File: src/rtl/cpu_control_fsm.sv
// Multicycle control FSM for the 16-bit CPU: fetch, PC update, decode and
// per-instruction execute sequencing with Moore-decoded datapath strobes.
module cpu_control_fsm (
    input  logic       clk,
    input  logic       reset,
    input  logic [2:0] opcode,
    input  logic [1:0] ALUop,
    input  logic [2:0] cond,
    input  logic       Z,
    input  logic       N,
    input  logic       V,
    output logic [1:0] nsel1,
    output logic [1:0] nsel2,
    output logic       loada,
    output logic       loadb,
    output logic       loadc,
    output logic       loads,
    output logic       asel,
    output logic       bsel,
    output logic [1:0] vsel,
    output logic       write,
    output logic       load_ir,
    output logic       load_pc,
    output logic       reset_pc,
    output logic       load_addr,
    output logic       pc_sel,
    output logic       addr_sel,
    output logic [1:0] mem_cmd,
    output logic       halted
);

    localparam logic [2:0] OP_MOV  = 3'b110;
    localparam logic [2:0] OP_ALU  = 3'b101;
    localparam logic [2:0] OP_LDR  = 3'b011;
    localparam logic [2:0] OP_STR  = 3'b100;
    localparam logic [2:0] OP_B    = 3'b001;
    localparam logic [2:0] OP_HALT = 3'b111;

    localparam logic [1:0] MEM_NONE  = 2'b00;
    localparam logic [1:0] MEM_READ  = 2'b01;
    localparam logic [1:0] MEM_WRITE = 2'b10;

    typedef enum logic [4:0] {
        S_RST, S_IF1, S_IF2, S_UPD_PC, S_DECODE,
        S_WR_IMM, S_RD_B, S_PASS, S_WR_RD,
        S_RD_AB, S_EXEC,
        S_RD_A, S_ADDR, S_LADDR, S_MEM_RD, S_WB_MEM,
        S_RD_RD, S_PASS_S, S_MEM_WR,
        S_BRANCH, S_HALT
    } state_e;

    state_e state, state_next;
    logic   taken;

    // NOTE: reset is synchronous, so it lives inside the clocked block; state uses <= only.
    always_ff @(posedge clk) begin
        if (reset) state <= S_RST;
        else       state <= state_next;
    end

    // NOTE: every output and next-state gets a default first, so no path can infer a latch.
    always_comb begin
        state_next = state;
        taken      = 1'b0;
        nsel1      = 2'b00;
        nsel2      = 2'b00;
        loada      = 1'b0;
        loadb      = 1'b0;
        loadc      = 1'b0;
        loads      = 1'b0;
        asel       = 1'b0;
        bsel       = 1'b0;
        vsel       = 2'b00;
        write      = 1'b0;
        load_ir    = 1'b0;
        load_pc    = 1'b0;
        reset_pc   = 1'b0;
        load_addr  = 1'b0;
        pc_sel     = 1'b0;
        addr_sel   = 1'b0;
        mem_cmd    = MEM_NONE;
        halted     = 1'b0;

        unique case (cond)
            3'b000:  taken = 1'b1;
            3'b001:  taken = Z;
            3'b010:  taken = ~Z;
            3'b011:  taken = N ^ V;
            3'b100:  taken = (N ^ V) | Z;
            default: taken = 1'b0;
        endcase

        unique case (state)
            S_RST: begin
                reset_pc   = 1'b1;
                load_pc    = 1'b1;
                state_next = S_IF1;
            end
            S_IF1: begin
                addr_sel   = 1'b1;
                mem_cmd    = MEM_READ;
                state_next = S_IF2;
            end
            S_IF2: begin
                addr_sel   = 1'b1;
                mem_cmd    = MEM_READ;
                load_ir    = 1'b1;
                state_next = S_UPD_PC;
            end
            S_UPD_PC: begin
                load_pc    = 1'b1;
                state_next = S_DECODE;
            end
            S_DECODE: begin
                // Unrecognised opcode/ALUop combinations fall through as NOPs.
                state_next = S_IF1;
                case (opcode)
                    OP_MOV: begin
                        if (ALUop == 2'b10)      state_next = S_WR_IMM;
                        else if (ALUop == 2'b00) state_next = S_RD_B;
                    end
                    OP_ALU:         state_next = S_RD_AB;
                    OP_LDR, OP_STR: state_next = S_RD_A;
                    OP_B:           state_next = taken ? S_BRANCH : S_IF1;
                    OP_HALT:        state_next = S_HALT;
                    default:        state_next = S_IF1;
                endcase
            end
            S_WR_IMM: begin
                nsel1      = 2'b10;
                vsel       = 2'b10;
                write      = 1'b1;
                state_next = S_IF1;
            end
            S_RD_B: begin
                nsel2      = 2'b00;
                loadb      = 1'b1;
                state_next = S_PASS;
            end
            S_PASS: begin
                asel       = 1'b1;
                loadc      = 1'b1;
                state_next = S_WR_RD;
            end
            S_WR_RD: begin
                nsel1      = 2'b01;
                vsel       = 2'b00;
                write      = 1'b1;
                state_next = S_IF1;
            end
            S_RD_AB: begin
                nsel1      = 2'b10;
                nsel2      = 2'b00;
                loada      = 1'b1;
                loadb      = 1'b1;
                state_next = S_EXEC;
            end
            S_EXEC: begin
                loadc      = 1'b1;
                loads      = (ALUop == 2'b01);
                state_next = (ALUop == 2'b01) ? S_IF1 : S_WR_RD;
            end
            S_RD_A: begin
                nsel1      = 2'b10;
                loada      = 1'b1;
                state_next = S_ADDR;
            end
            S_ADDR: begin
                bsel       = 1'b1;
                loadc      = 1'b1;
                state_next = S_LADDR;
            end
            S_LADDR: begin
                load_addr  = 1'b1;
                state_next = (opcode == OP_STR) ? S_RD_RD : S_MEM_RD;
            end
            S_MEM_RD: begin
                mem_cmd    = MEM_READ;
                state_next = S_WB_MEM;
            end
            S_WB_MEM: begin
                mem_cmd    = MEM_READ;
                nsel1      = 2'b01;
                vsel       = 2'b11;
                write      = 1'b1;
                state_next = S_IF1;
            end
            S_RD_RD: begin
                nsel2      = 2'b01;
                loadb      = 1'b1;
                state_next = S_PASS_S;
            end
            S_PASS_S: begin
                asel       = 1'b1;
                loadc      = 1'b1;
                state_next = S_MEM_WR;
            end
            S_MEM_WR: begin
                mem_cmd    = MEM_WRITE;
                state_next = S_IF1;
            end
            S_BRANCH: begin
                load_pc    = 1'b1;
                pc_sel     = 1'b1;
                state_next = S_IF1;
            end
            S_HALT: begin
                halted     = 1'b1;
                state_next = S_HALT;
            end
            default: state_next = S_RST;
        endcase
    end

endmodule

File: config.mk
export PLATFORM = sky130hd
export DESIGN_NAME = cpu_control_fsm
export DESIGN_NICKNAME = d
export VERILOG_FILES = /design/src/rtl/cpu_control_fsm.sv
export SDC_FILE = /design/constraint.sdc
export NUM_CORES = 1
export LEC_CHECK = 0
export BUFFER_PORTS_ARGS = -buffer_cell sky130_fd_sc_hd__buf_4
export CORE_MARGIN = 2
export CORE_UTILIZATION = 51
export DETAILED_ROUTE_END_ITERATION = 10
export PLACE_DENSITY_LB_ADDON = 0.2
export SLEW_MARGIN = 30
export SYNTH_ARGS = -nofsm -noshare
export SYNTH_HDL_FRONTEND = slang
export SYNTH_SLANG_ARGS = --single-unit
File: constraint.sdc
create_clock -name clk -period 2.3 [get_ports clk]
set_input_delay 0.115 -clock clk [delete_from_list [all_inputs] [get_ports clk]]
set_output_delay 0.115 -clock clk [all_outputs]
set_load 0.05 [all_outputs]
==> results.json, run 1 <==
{
  "status": "complete, no violations",
  "clock_sinks": 5,
  "initial_core_util": 0.555,
  "grt_pass1_wl_um": 4040,
  "crit_start": "state[2]",
  "synth_top_cells_by_area": "dfxtp_1, nand2b_1, nor2_1",
  "dp_cells": 174,
  "synth_cells": 134,
  "drive_gt1_frac": 0.278,
  "largestRegisters": "state: 5 flops",
  "cts_tree": "yes",
  "drt_first_iter_violations": 48,
  "slowest_stage": "dfxtp_1",
  "timing.rr.end": "state[4]",
  "slowest_delay_ns": 0.71,
  "clk_path_buf_depth": 2,
  "die-area_um2": 2020,
  "nNetsFinal": 176,
  "r2r_start": "state[2]",
  "reg2reg_depth": 5,
  "cp_max_fo": 22,
  "clk_pin_slew_ns": 0.05,
  "rsz0062_at_grt": "false",
  "tns_ns": 0,
  "wl_um": 2350,
  "cp-start-kind": "register",
  "netlist_area_um2": 856,
  "first_pass_iters": 4,
  "yosys.area.top_type": "dfxtp_1",
  "grt_max_degree": 23,
  "hold_class": "in2reg",
  "synth_nets": 147,
  "peakVddDrop_mv": 0.385,
  "maxCapViolCount": 0,
  "p_per_area_nw_per_um2": 647,
  "finalCritPeriodShare": 0.870,
  "slew_viol_final": 0,
  "ant_nets": 0,
  "min_period_ns": 2.00,
  "grt_usage": 0.265,
  "avgViaCountPerCell": 5.74,
  "synth_cell_types": 44,
  "cp-endpoint": "loadc",
  "first_global_vias": 947,
  "diodes": 0,
  "worst_pin_slew_ns": 0.616,
  "h-tree-depth": 1,
  "post-route-util": 0.714,
  "r2r_setup_slack_ns": 0.40,
  "cp.arrival_ns": 1.89,
  "fmax_mhz": 500,
  "place_congestion": 0.868,
  "largest_reg_flops": 5,
  "hpwlAfterDp_um": 1820,
  "cts_setup_buffers": 0,
  "drcViolationCount": 0,
  "die_h_um": 45.0,
  "rows": 14,
  "synthArstFlopShare": 0,
  "critical_path_class": "reg2out",
  "clk_latency_ns": 0.25,
  "top_register": "state",
  "chipWidth_um": 45.0,
  "ctsHoldBuffers": 0,
  "ioPinCount": 35,
  "area_growth_pct": 28.7,
  "cts_root_buf": "clkbuf_4",
  "synth_seq_cells": 5,
  "synth_enable_flop_cells": 0,
  "cts-buffers-inserted": 3,
  "p_leak_nw": 0.487,
  "syn_area_per_cell_um2": 6.39,
  "synth_top_area_share": 0.117,
  "synth_warnings": 0,
  "synthFlopType": "dfxtp_1",
  "antenna_found_initial": 0,
  "ys_seq_area_frac": 0.117,
  "post_cts_resized": 0,
  "max_slew_margin": 0.589,
  "critPathCaptureType": "output pin",
  "port_buffers": 33,
  "cp_cell_sequence": "nand2b_1, nor2_1, a21oi_1, o22ai_1, buf_4",
  "timing.hold.ws_ns": 0.0305,
  "n_fill_cell": 157,
  "finClkSkew_ns": 0.00769,
  "grt_overflow_total": 0,
  "finalSetupViolations": 0,
  "num_vias": 1021,
  "final_cells": 178,
  "hold_violations": 0,
  "routedWlPerCell_um": 13.2,
  "crit_required_ns": 2.18,
  "coreArea_um2": 1540
}
[final cells by class]
type | instances | area (um^2) | area share
multi-input cells | 112 | 662 | 0.601
repair buffers | 37 | 278 | 0.252
flip-flops and latches | 5 | 100 | 0.0909
clock buffers | 4 | 26.3 | 0.0239
well taps | 16 | 20.0 | 0.0182
inverters | 4 | 15.0 | 0.0136
[how the worst min path moves through the flow]
stage | start | end | slack [ns] | depth (start not counted)
floorplan | reset | state[2] | 0.19 | 1
global placement | reset | state[2] | 0.29 | 2
detailed placement | reset | state[2] | 0.29 | 2
CTS | reset | state[2] | 0.02 | 2
global route | reset | state[2] | 0.02 | 2
finish | reset | state[2] | 0.03 | 2
[cells by family (layout without fill, tap and decap cells)]
kind of cell	Yosys count	in the layout	synth area share
AOI/OAI and AO/OA	41	41	0.323
xor gates and xnor gates	4	4	0.0409
buffers and inverters	17	45	0.117
DFF	5	5	0.117
other	1	1	0.00438
and+or+nand+nor	66	66	0.398
[worst max-delay path, delay by kind of cell (launching register included)]
family | cells | cell delay (ns)
AO/OA/AOI/OAI | 2 | 0.35
flip-flops | 1 | 0.71
AND/OR/NAND/NOR | 2 | 0.38
buffers and inverters | 1 | 0.20
[metrics by stage]
stage | total power, mW | setup WS (ns) | cell area, um^2
detailed placement | 0.606 | 0.457 | 1070
CTS | 0.715 | 0.315 | 1100
floorplan | 0.486 | 0.0934 | 862
finish | 0.713 | 0.300 | 1100
global placement | 0.596 | 0.492 | 1070
global route | 0.763 | 0.130 | 1100
[Yosys cell counts (all sizes together), types with 2 or more instances]
| master | count |
|---|---|
| a211oi | 2 |
| a21boi | 2 |
| a21o | 2 |
| a21oi | 14 |
| a311oi | 2 |
| and4b | 2 |
| buf | 7 |
| clkbuf | 6 |
| dfxtp | 5 |
| inv | 4 |
| nand2 | 11 |
| nand2b | 12 |
| nand3 | 2 |
| nand3b | 2 |
| nor2 | 20 |
| nor2b | 3 |
| nor3 | 4 |
| nor3b | 2 |
| o21ai | 6 |
| o31a | 2 |
| or2 | 2 |
| or3 | 4 |
| xnor2 | 2 |
| xor2 | 2 |
[layer usage]
metal / GRT usage / vias to the layer above / share of wire
li1: - / 528 / -
met3: 0.0120 / 8 / 0.080
met2: 0.431 / 52 / 0.48
met5: 0 / - / 0
met1: 0.348 / 433 / 0.41
met4: 0.147 / 0 / 0.022
[placed cells by master, fill, tap and decap left out, types with 3 or more instances in the layout]
master,instances
or3_1,4
dfxtp_1,5
buf_4,37
a21oi_1,14
o21ai_0,6
inv_1,4
nand2_1,11
clkbuf_4,3
nor2_1,20
nor3_1,4
nor2b_1,3
nand2b_1,12
[power by group]
part	internal [mW]	switching, mW	leakage [nW]
Sequential	0.0987	0.0386	0.0408
Combinational	0.165	0.305	0.431
Clock	0.0659	0.0398	0.0150
Total	0.329	0.383	0.487
Note: power is estimated with default switching activity, not from simulation.
==> inputs of run 2 (changes only) <==
--- a/config.mk
+++ b/config.mk
@@ -5,10 +5,10 @@
 export SDC_FILE = /design/constraint.sdc
 export NUM_CORES = 1
 export LEC_CHECK = 0
-export BUFFER_PORTS_ARGS = -buffer_cell sky130_fd_sc_hd__buf_4
 export CORE_MARGIN = 2
-export CORE_UTILIZATION = 51
+export CORE_UTILIZATION = 55
 export DETAILED_ROUTE_END_ITERATION = 10
+export DONT_BUFFER_PORTS = 1
 export PLACE_DENSITY_LB_ADDON = 0.2
 export SLEW_MARGIN = 30
 export SYNTH_ARGS = -nofsm -noshare
==> run 2 against run 1 <==
Compared with the run above: maximum frequency shrank 4.5%; first-iteration DRC count is 23% lower; sequential power is 5% higher; setup slack got worse by 0.094 ns; power shrank 3.7%; die area down 6.6%; clock power hardly changed; critical path depth did not move; critical path type unchanged; largest cell class unchanged; largest power group unchanged.
==> results.json, run 2 (synthesized netlist as in run 1, its figures left out) <==
{
  "hold_violations": 0,
  "clk_pin_slew_ns": 0.05,
  "post_cts_resized": 0,
  "maxCapViolCount": 0,
  "timing.rr.end": "state[4]",
  "setup_slack_ns": 0.206,
  "largest_reg_flops": 5,
  "grt_max_degree": 22,
  "rsz0062_at_grt": "false",
  "post-route-util": 0.674,
  "avgViaCountPerCell": 6.01,
  "r2r_start": "state[0]",
  "peakVddDrop_mv": 0.527,
  "top_register": "state",
  "drive_gt1_frac": 0.209,
  "crit_required_ns": 2.18,
  "coreArea_um2": 1490,
  "cp.arrival_ns": 1.98,
  "h-tree-depth": 1,
  "diodes": 0,
  "worst-path-buf-inv": 1,
  "finalCritPeriodShare": 0.911,
  "area_growth_pct": 17.3,
  "cp_cell_sequence": "nand2b_1, nor2_1, a21oi_1, o22ai_1, buf_4",
  "p_per_area_nw_per_um2": 684,
  "place_congestion": 0.830,
  "worst_pin_slew_ns": 0.641,
  "cp.depth": 5,
  "critical_path_class": "reg2out",
  "grt_pass1_wl_um": 3930,
  "cts-buffers-inserted": 3,
  "nNetsFinal": 162,
  "antenna_found_initial": 0,
  "p_leak_nw": 0.421,
  "clk_latency_ns": 0.25,
  "cts_root_buf": "clkbuf_4",
  "hold_class": "in2reg",
  "crit_family": "flip-flops",
  "r2r_setup_slack_ns": 0.49,
  "drt_first_iter_violations": 37,
  "reg2reg_depth": 5,
  "wl_um": 2350,
  "largestRegisters": "state: 5 flops",
  "grt_usage": 0.272,
  "critPathCaptureType": "output pin",
  "slew_viol_final": 0,
  "hpwlAfterDp_um": 1810,
  "ant_nets": 0,
  "cp-endpoint": "loadc",
  "layout_commonest_cell": "buf_4",
  "clock_sinks": 5,
  "max_slew_margin": 0.572,
  "layout_common_cells": "buf_4, nor2_1, a21oi_1",
  "rows": 14,
  "num_vias": 986,
  "slowest_delay_ns": 0.71,
  "cp-start-kind": "register",
  "drcViolationCount": 0,
  "timing.hold.ws_ns": 0.0688,
  "hp-start": "reset",
  "ctsHoldBuffers": 1,
  "chipWidth_um": 43.4,
  "min_period_ns": 2.09,
  "tns_ns": 0,
  "first_global_vias": 891,
  "first_pass_iters": 4,
  "slowest_stage": "dfxtp_1",
  "routedWlPerCell_um": 14.3,
  "clk_path_buf_depth": 2,
  "initial_core_util": 0.575,
  "cts_tree": "yes",
  "finalSetupViolations": 0,
  "place_ws_ns": 0.522,
  "fmax_mhz": 477,
  "port_buffers": 0,
  "die-area_um2": 1890,
  "ioPinCount": 35,
  "crit_start": "state[4]",
  "die_h_um": 43.4,
  "status": "complete, no violations",
  "cts_setup_buffers": 0,
  "finClkSkew_ns": 0.00847,
  "grt_overflow_total": 0,
  "cp_max_fo": 21
}
run 2: power breakdown:
part	switching [mW]	internal, mW	leakage, nW
Clock	0.0402	0.0658	0.0150
Combinational	0.288	0.148	0.365
Sequential	0.0451	0.0988	0.0408
run 2: area by class of cell:
| type | count | area [um^2] |
|---|---|---|
| inverter | 4 | 15.0 |
| clock buffer | 4 | 26.3 |
| timing repair buffer | 23 | 175 |
| sequential | 5 | 100 |
| fill | 144 | 485 |
| multi-input combinational | 112 | 667 |
| tap | 16 | 20.0 |
run 2: per-stage QoR:
stage	area [um^2]	power, mW	cells
after global routing	1000	0.731	164
final	1000	0.686	164
after floorplan	862	0.486	134
after CTS	1000	0.687	164
after global placement	967	0.565	159
after detailed placement	967	0.577	159
run 2: how the worst min path moves through the flow:
stage               slack [ns]  depth (start not counted)       end
floorplan                 0.19                          1  state[2]
global placement          0.22                          1  state[2]
detailed placement        0.22                          1  state[2]
CTS                       0.06                          2  state[0]
global route              0.08                          2  state[0]
finish                    0.07                          2  state[0]
run 2: per-layer routing:
layer  wire, um  up-vias  GRT usage
li1           -      503          -
met1        959      438      0.350
met2       1200       43      0.472
met3        159        2     0.0292
met4         30        0     0.0909
met5          0        -          0
==> inputs of run 3 (changes only) <==
--- a/config.mk
+++ b/config.mk
@@ -6,10 +6,11 @@
 export NUM_CORES = 1
 export LEC_CHECK = 0
 export CORE_MARGIN = 2
-export CORE_UTILIZATION = 55
+export CORE_UTILIZATION = 50
 export DETAILED_ROUTE_END_ITERATION = 10
 export DONT_BUFFER_PORTS = 1
 export PLACE_DENSITY_LB_ADDON = 0.2
+export RECOVER_POWER = 25
 export SLEW_MARGIN = 30
 export SYNTH_ARGS = -nofsm -noshare
 export SYNTH_HDL_FRONTEND = slang
==> run 3 against run 2 <==
Compared with the run above: critical path depth unchanged; global-route usage decreased by 3.4 points; worst hold slack improved by 0.011 ns; clock power decreased by 6%; maximum frequency increased by 3.0%; clock skew decreased by 0.0057 ns; sequential share of layout area increased by 0.18 points; routed wire length decreased by 5.9%; critical path type unchanged.
==> results.json, run 3 (synthesized netlist as in run 1, its figures left out) <==
{
  "setup_slack_ns": 0.266,
  "cts_setup_buffers": 0,
  "port_buffers": 0,
  "die-area_um2": 2060,
  "worst-path-buf-inv": 1,
  "chipWidth_um": 45.4,
  "maxCapViolCount": 0,
  "slew_viol_final": 0,
  "layout_commonest_cell": "nor2_1",
  "critical_path_class": "reg2out",
  "initial_core_util": 0.549,
  "num_vias": 962,
  "crit_family": "flip-flops",
  "area_growth_pct": 15.2,
  "nNetsFinal": 161,
  "cp.arrival_ns": 1.92,
  "routedWlPerCell_um": 13.6,
  "clk_latency_ns": 0.24,
  "clk_pin_slew_ns": 0.04,
  "hpwlAfterDp_um": 1670,
  "cts_tree": "yes",
  "multi_input_area_um2": 667,
  "clk_path_buf_depth": 2,
  "largest_reg_flops": 5,
  "p_leak_nw": 0.405,
  "ant_nets": 0,
  "finalSetupViolations": 0,
  "finClkSkew_ns": 0.00275,
  "clock_sinks": 5,
  "cts-buffers-inserted": 3,
  "place_congestion": 0.871,
  "drcViolationCount": 0,
  "largestRegisters": "state: 5 flops",
  "worst_pin_slew_ns": 0.733,
  "diodes": 0,
  "tns_ns": 0,
  "n_fill_cell": 172,
  "grt_overflow_total": 0,
  "die_h_um": 45.4,
  "drive_gt1_frac": 0.190,
  "cp_max_fo": 21,
  "first_global_vias": 859,
  "place_ws_ns": 0.461,
  "hold_class": "in2reg",
  "cp_cell_sequence": "nand2b_1, nor2_1, a21oi_1, o31ai_2, buf_4",
  "drt_first_iter_violations": 16,
  "rows": 14,
  "cp-start-kind": "register",
  "wl_um": 2210,
  "critPathCaptureType": "output pin",
  "top_register": "state",
  "coreArea_um2": 1560,
  "ioPinCount": 35,
  "slowest_delay_ns": 0.71,
  "p_per_area_nw_per_um2": 673,
  "peakVddDrop_mv": 0.529,
  "min_period_ns": 2.03,
  "post_cts_resized": 0,
  "grt_usage": 0.238,
  "crit_required_ns": 2.18,
  "layout_common_cells": "nor2_1, buf_4, a21oi_1",
  "cts_root_buf": "clkbuf_4",
  "max_slew_margin": 0.510,
  "fmax_mhz": 492,
  "hold_violations": 0,
  "grt_pass1_wl_um": 3590,
  "grt_max_degree": 24,
  "register_area_um2": 100,
  "finalCritPeriodShare": 0.884,
  "antenna_found_initial": 0,
  "avgViaCountPerCell": 5.90,
  "first_pass_iters": 4,
  "h-tree-depth": 1,
  "rsz0062_at_grt": "false",
  "status": "complete, no violations",
  "slowest_stage": "dfxtp_1"
}
-- run 3: cell count changes in the layout (fill, tap and decap cells not counted), sizes merged --
cell    delta
clkbuf     +3
buf        -4
-- run 3: what timing repair did --
action | in CTS | in global routing
endpoints found under the hold margin | 1 | 0
hold buffers | 1 | 0
setup endpoints to repair | 0 | 0
-- run 3: area by class of cell --
class / count / area share
clock buffers: 4 / 0.0266
inverters: 4 / 0.0152
multi-input cells: 112 / 0.676
flip-flops and latches: 5 / 0.102
well taps: 16 / 0.0203
repair buffers: 22 / 0.160
-- run 3: final timing paths --
check             cells past startpoint        to  slack (ns)     start
hold reg to reg                       3  state[2]        0.76  state[3]
setup reg to reg                      5  state[4]        0.41  state[1]
hold / removal                        2  state[1]        0.08     reset
setup / recovery                      5     loadb        0.27  state[4]
-- run 3: metrics by stage --
stage	hold WS, ns	power, mW	instances	cell area [um^2]	utilization
final	0.0796	0.664	163	986	0.632
after global routing	0.0743	0.718	163	986	0.632
after CTS	0.0678	0.677	163	996	0.639
after detailed placement	0.198	0.569	158	960	0.616
after global placement	0.201	0.561	158	960	0.616
after floorplan	0.188	0.486	134	862	-
-- run 3: per-layer routing --
metal | part of all wire | track usage | up-vias
met5 | 0 | 0 | -
met3 | 0.042 | 0.0357 | 2
li1 | - | - | 500
met1 | 0.45 | 0.285 | 430
met2 | 0.50 | 0.426 | 30
met4 | 0.0063 | 0.0882 | 0
-- run 3: power breakdown --
group | internal, mW | switching [mW]
clock | 0.0655 | 0.0350
sequential | 0.0987 | 0.0577
combinational | 0.137 | 0.270
-- run 3: worst register-to-register path, delay by kind of cell, from the launching register on --
kind / cells / cell delay, ns
compound gates: 2 / 0.43
flops: 1 / 0.53
simple gates: 3 / 0.86
